[src/rtl/mem_requester.sv]
// ---------------------------------------------------------------------------
// mem_requester
//
// Turns a single-cycle load/store request from the pipeline into a held
// request/acknowledge handshake with a memory responder. The pipeline is
// stalled (freeze) while the access is outstanding. A one-cycle done pulse
// marks completion. If the responder never acknowledges, the access is
// abandoned after TIMEOUT request cycles and a sticky error flag is raised.
//
// Parameters
//   BASE_ADDR : byte address that maps to data-memory word 0
//   TIMEOUT   : number of request cycles allowed before the access is aborted
//
// Ports
//   clk      in   clock, rising edge
//   rst      in   asynchronous active-low reset
//   alu_res  in   byte address from the execute stage
//   val_rm   in   store data
//   mem_w_en in   store request
//   mem_r_en in   load request (a store wins when both are set)
//   res_data out  last load result
//   freeze   out  pipeline stall (combinational)
//   done     out  one-cycle completion pulse
//   err      out  sticky timeout flag
//   m_req    out  request to the responder
//   m_we     out  request is a write
//   m_addr   out  word address
//   m_wdata  out  write data
//   m_ack    in   responder completion, only looked at while m_req is high
//   m_rdata  in   read data, valid together with m_ack
// ---------------------------------------------------------------------------
module mem_requester #(
    parameter logic [31:0] BASE_ADDR = 32'd1024,
    parameter logic [7:0]  TIMEOUT   = 8'd255
) (
    input  logic        clk,
    input  logic        rst,
    input  logic [31:0] alu_res,
    input  logic [31:0] val_rm,
    input  logic        mem_w_en,
    input  logic        mem_r_en,
    output logic [31:0] res_data,
    output logic        freeze,
    output logic        done,
    output logic        err,
    output logic        m_req,
    output logic        m_we,
    output logic [31:0] m_addr,
    output logic [31:0] m_wdata,
    input  logic        m_ack,
    input  logic [31:0] m_rdata
);

    typedef enum logic [1:0] {
        ST_IDLE = 2'd0,
        ST_REQ  = 2'd1,
        ST_DONE = 2'd2
    } state_t;

    state_t      r_state;
    state_t      w_next;
    logic        w_start;
    logic        w_ack_take;
    logic        w_timeout;
    logic        w_freeze;
    logic        w_cnt_last;
    logic [31:0] w_diff;
    logic [31:0] w_word_addr;

    logic        r_m_req;
    logic        r_m_we;
    logic [31:0] r_m_addr;
    logic [31:0] r_m_wdata;
    logic [31:0] r_res_data;
    logic        r_done;
    logic        r_err;
    logic [7:0]  r_cnt;

    // Offset from the base wraps mod 2^32; shifting right by two drops the
    // byte offset and leaves the top two bits zero.
    assign w_diff      = alu_res - BASE_ADDR;
    assign w_word_addr = w_diff >> 2;

    // This request cycle is the last one allowed without an acknowledge.
    assign w_cnt_last  = ({1'b0, r_cnt} + 9'd1) >= {1'b0, TIMEOUT};

    // State register.
    always_ff @(posedge clk or negedge rst) begin
        if (!rst) begin
            r_state <= ST_IDLE;
        end else begin
            r_state <= w_next;
        end
    end

    // Next-state decode, handshake events and the combinational stall.
    always_comb begin
        w_next     = r_state;
        w_start    = 1'b0;
        w_ack_take = 1'b0;
        w_timeout  = 1'b0;
        w_freeze   = 1'b0;
        case (r_state)
            ST_IDLE: begin
                if (mem_w_en || mem_r_en) begin
                    w_next   = ST_REQ;
                    w_start  = 1'b1;
                    w_freeze = 1'b1;
                end else begin
                    w_next   = ST_IDLE;
                end
            end
            ST_REQ: begin
                w_freeze = 1'b1;
                // An acknowledge in the final allowed cycle still counts.
                if (m_ack) begin
                    w_next     = ST_DONE;
                    w_ack_take = 1'b1;
                end else if (w_cnt_last) begin
                    w_next    = ST_DONE;
                    w_timeout = 1'b1;
                end else begin
                    w_next = ST_REQ;
                end
            end
            ST_DONE: begin
                // Enables still held here must not launch another access.
                w_next = ST_IDLE;
            end
            default: begin
                w_next = ST_IDLE;
            end
        endcase
    end

    // Request outputs, wait counter, load result and error flag.
    always_ff @(posedge clk or negedge rst) begin
        if (!rst) begin
            r_m_req    <= 1'b0;
            r_m_we     <= 1'b0;
            r_m_addr   <= 32'd0;
            r_m_wdata  <= 32'd0;
            r_res_data <= 32'd0;
            r_done     <= 1'b0;
            r_err      <= 1'b0;
            r_cnt      <= 8'd0;
        end else begin
            // Decoded from the next state so both flags line up with the state.
            r_m_req <= (w_next == ST_REQ);
            r_done  <= (w_next == ST_DONE);

            // Request fields only change on a new access, so they stay
            // stable for the whole request phase.
            if (w_start) begin
                r_m_we    <= mem_w_en;
                r_m_addr  <= w_word_addr;
                r_m_wdata <= val_rm;
                r_cnt     <= 8'd0;
            end else if ((r_state == ST_REQ) && !m_ack) begin
                r_cnt <= r_cnt + 8'd1;
            end else begin
                r_cnt <= r_cnt;
            end

            // Writes never touch the load result.
            if (w_ack_take && !r_m_we) begin
                r_res_data <= m_rdata;
            end else if (w_timeout && !r_m_we) begin
                r_res_data <= 32'd0;
            end else begin
                r_res_data <= r_res_data;
            end

            if (w_timeout) begin
                r_err <= 1'b1;
            end else begin
                r_err <= r_err;
            end
        end
    end

    assign freeze   = w_freeze;
    assign done     = r_done;
    assign err      = r_err;
    assign m_req    = r_m_req;
    assign m_we     = r_m_we;
    assign m_addr   = r_m_addr;
    assign m_wdata  = r_m_wdata;
    assign res_data = r_res_data;

endmodule
[config.mk]
export PLATFORM = sky130hd
export DESIGN_NAME = mem_requester
export DESIGN_NICKNAME = d
export VERILOG_FILES = /design/src/rtl/mem_requester.sv
export SDC_FILE = /design/constraint.sdc
export NUM_CORES = 1
export LEC_CHECK = 0
export CORE_MARGIN = 2
export CORE_UTILIZATION = 41
export DETAILED_ROUTE_END_ITERATION = 8
export GPL_TIMING_DRIVEN = 0
export PLACE_DENSITY = 0.87
export SYNTH_ARGS = -nofsm -noshare
export SYNTH_HDL_FRONTEND = slang
export SYNTH_SLANG_ARGS = --single-unit
[constraint.sdc]
create_clock -name clk -period 4.6 [get_ports clk]
set_clock_uncertainty 0.05 [all_clocks]
set_input_delay 1.15 -clock clk [delete_from_list [all_inputs] [get_ports clk]]
set_output_delay 1.15 -clock clk [all_outputs]
set_load 0.1 [all_outputs]
== After elaboration in Yosys (flattened, before gate mapping) ==
Index checks and enable logic that the tools add are counted.
Storage, ports and cells
  memories: 0
  register bits after elaboration: 108
  bits in latches: 0
  RAM bits: 0
  bits in read-only memories: 0
Cells by class
  bitwise operators: 0
  reduce and logical (&&, ||, !) cells: 9
  multipliers: 0
  multiplexer cells: 16
  add/subtract/negate cells: 3
  shift operators: 0
  eq/ne operators: 3
  div/mod/pow operators: 0
  order comparisons: 1
Operators with widths (count)
  2-to-1 mux 32 bit: 2
  subtractor 32 x 11 -> 32 bit, second input constant: 1
  2-to-1 mux 8 bit: 2
  adder 8 x 1 -> 9 bit, second input constant: 1
  greater-or-equal comparator 9 x 8 -> 1 bit, second input constant: 1
  adder 8 x 1 -> 8 bit, second input constant: 1
  2-to-1 mux 1 bit: 8
  equality test 2 x 1 -> 1 bit, second input constant: 2
  2-to-1 mux 2 bit: 2
  case mux 2 bit (2 select lines): 1
  nonzero test 2 bit: 2
  logical AND 1 bit: 3
  equality test 2 bit, second input constant: 1
  zero test 1 bit: 2
  zero test 2 bit: 1
  case mux 1 bit (2 select lines): 1
  logical OR 1 bit: 1

== Longest topological paths before layout ==
  depth in word-level cells: 8
  mapped depth: 8
  depth with buffers taken out: 7

== Worst setup path before layout ==
Ideal clock, no wire load.
  kind: input to output
  start: in mem_r_en
  end: out freeze
  slack: 955 ps
  data arrival time: 2445 ps
  buffers on the path: 2
  stages on the path: 4
  cell sequence: o21ai_0 -> clkbuf_8 -> clkbuf_1 -> nand2_1
Between the ends
  word-level cells in the longest chain between the ends: 3
RTL lines
  from (decl): RTL line 41  | input logic mem_r_en,
  logical OR 1 bit: RTL line 105  | if (mem_w_en || mem_r_en) begin
  2-to-1 mux 1 bit: RTL line 105
  case mux 1 bit (2 select lines): RTL line 103  | case (r_state)
  to (decl): RTL line 43  | output logic freeze,
No other way between the ends.

== Final worst setup path ==
  start: in mem_w_en
  end: out freeze
Between the ends
  word-level cells in the longest chain between the ends: 3
RTL lines
  from (decl): RTL line 40  | input logic mem_w_en,
  logical OR 1 bit: RTL line 105
  2-to-1 mux 1 bit: RTL line 105
  case mux 1 bit (2 select lines): RTL line 103
No other way between the ends.

==> metrics.cfg <==
[status]
status = complete, no violations

[floorplanning]
die-width_um = 110
start_util_pct = 42.4
fp.dieArea_mm2 = 0.0122
die_y_um = 110
num_rows = 38
core_area_mm2 = 0.0109
num_io_pins = 202

[yosys]
synthTopCellsByCount = 217 x nand2_1, 108 x dfrtp_1, 41 x o21ai_1
syn-cell-area_mm2 = 0.00463
synth_top_area_cell = dfrtp_1
yosys-top-cells-area = dfrtp_1 58%, nand2_1 18%, o21ai_1 4.4%, xnor2_1 2.5%, o21ai_0 2.1%
post_synth_num_cell_types = 39
post_synth.cell_area_avg_um2 = 9.12
yosysSeqAreaShare_pct = 58.3
synth-seq-cells = 108
synth_edf_count = 0
synth_top_area_share_pct = 58.3
synth_warnings = 0
async_flop_share_pct = 100
synth-main-ff-cell = dfrtp_1
yosysMostFrequentCell = nand2_1
synthCells = 508

[layout]
drive_gt1_share_pct = 5.26
multi_input_area_mm2 = 0.00178
syn_to_final_growth_pct = 53.4
regArea_mm2 = 0.00270
fillCellCount = 851
n_antenna_cell = 0
layout.nets = 821
final_core_util_pct = 65.0

[clock_tree]
root_buffer = clkbuf_16
clkLatencyLatePin_ns = 0.34
cts_buffer_depth = 2
cts_buffers = 9
cts_resized = 1
postCtsHoldBufs = 0
cts.sinks = 108
cts_setup_buffers = 0
cts.reportedPaths.clkPinSlew_ns = 0.06
cts_tree = built
cts.htree.levels = 3

[worst_setup_path]
endpoint_kind = output port
reg2reg_slack_ns = 2.31
cp_max_fo = 19
startpoint_type = input pin
cp_num_buf_inv = 3
cp_cell_sequence = clkdlybuf4s50_1, o21ai_0, clkbuf_8, nand2_1, dlygate4sd2_1
path_delay_family = buffers and inverters
required_ns = 3.40
cp_data_arrival_time_ns = 2.96
max_stage_delay_ns = 0.87
worstSetupPathType = input pin to output port
critPathSlowestCell = dlygate4sd2_1

[sta]
tightest_slew_ns = 1.01
final.min_clock_period_ns = 4.16
setup_tns_ns = 0
finalHoldViolCount = 0
slew_viol_final = 0
setup_viol = 0
min_period_over_period_pct = 90.5
maxSlewHeadroom_pct = 32.3
rsz0062_at_grt = false
fmax_ghz = 0.240

[global_routing]
grt_pass1_vias = 4230
grt_pass1_wl_um = 20300
grt.total_usage_pct = 21.7
grt_max_degree = 58
grt_antenna_before_repair = 0
overflow = 0

[placement]
routabilityCongestion = 0.809
port_buffers = 197
hpwl_um = 10100

[route]
drc_errors = 0
viasPerCell = 4.94
routed_wl_um = 13100
wl_per_cell_um = 15.2
first_pass_iters = 4
ant_nets = 0
drtIter0Drc = 339
vias = 4256

[worst_hold_path]
hold_class = register to register

[flow_run]
max_cap_viol_count = 0

cells by family (layout without fill, tap and decap cells):
| kind of cell | Yosys count | in the layout | synth area share [%] |
|---|---|---|---|
| xor+xnor | 20 | 20 | 3.78 |
| simple gates | 269 | 269 | 24.9 |
| compound gates | 75 | 75 | 8.67 |
| fa+ha+maj | 3 | 3 | 0.810 |
| other cells | 1 | 2 | 0.0809 |
| buf+inv | 32 | 245 | 3.43 |
| flops | 108 | 108 | 58.3 |
sequential cells by signal, indices dropped and copies added, names as in the netlist:
signal    cells
done          1
err           1
m_addr       30
m_req         1
m_wdata      32
m_we          1
r_cnt         8
r_state       2
res_data     32
worst min-delay path: stages (launching register included):
cell     delay [ns]
dfrtp_1        0.34
nand2_1        0.05
nand2_1        0.05
final timing paths:
path                                   startpoint  cells past startpoint                        to
setup reg to reg             r_cnt[0]$_DFFE_PN0P_                      8   res_data[5]$_DFFE_PN0P_
hold reg to reg            m_wdata[4]$_DFFE_PN0P_                      2    m_wdata[4]$_DFFE_PN0P_
hold / removal             m_wdata[4]$_DFFE_PN0P_                      2    m_wdata[4]$_DFFE_PN0P_
min in group asynchronous                     rst                      1  res_data[26]$_DFFE_PN0P_
max in group asynchronous                     rst                      2    m_addr[21]$_DFFE_PN0P_
setup / recovery                         mem_w_en                      5                    freeze
area by class of cell:
| class | instances | area share [%] |
|---|---|---|
| Multi-Input combinational cell | 369 | 25.0 |
| Sequential cell | 108 | 38.0 |
| Tap cell | 140 | 2.46 |
| Timing Repair Buffer | 198 | 28.1 |
| Clock buffer | 12 | 3.61 |
| Buffer | 27 | 1.97 |
| Clock inverter | 4 | 0.669 |
| Inverter | 4 | 0.211 |
placed cells by master (no fill, tap or decap), drive strengths merged, types with 2 or more instances in the layout:
| cell type | Yosys | final |
|---|---|---|
| ha | 3 | 3 |
| xor2 | 7 | 7 |
| and3 | 4 | 4 |
| clkinv | 0 | 2 |
| clkdlybuf4s50 | 0 | 195 |
| clkbuf | 16 | 27 |
| o21bai | 2 | 2 |
| a31oi | 5 | 5 |
| buf | 12 | 14 |
| conb | 1 | 2 |
| a21oi | 3 | 3 |
| dfrtp | 108 | 108 |
| nor2 | 17 | 17 |
| inv | 4 | 4 |
| nand4 | 3 | 3 |
| or3 | 3 | 3 |
| o21ai | 62 | 62 |
| or4 | 3 | 3 |
| nand2 | 217 | 217 |
| nand2b | 5 | 5 |
| nand3 | 2 | 2 |
| nor4 | 3 | 3 |
| nor3 | 9 | 9 |
| xnor2 | 13 | 13 |
per-stage QoR:
step	instances	worst slack, ns	cell area [µm²]	hold slack [ns]
2_1_floorplan	509	0.955	4640	0.392
3_3_place_gp	846	-1.63	6790	0.408
3_5_place_dp	847	-0.290	6810	0.412
4_1_cts	863	0.0991	7110	0.428
5_1_grt	862	0.338	7110	0.448
6_report	862	0.439	7110	0.421
per-layer routing:
metal / share of wire [%] / GRT usage, % / wire length [µm] / vias to the layer above
met4: 1.5 / 6.96 / 195 / 0
met3: 10 / 6.94 / 1310 / 19
met1: 40 / 25.0 / 5220 / 1992
met5: 0 / 0 / 0 / -
met2: 49 / 38.3 / 6370 / 190
li1: - / - / - / 2055
Power is left out: the tool's default activity adds up to more than one toggle a clock period on the data nets, which glitch-free logic cannot reach.
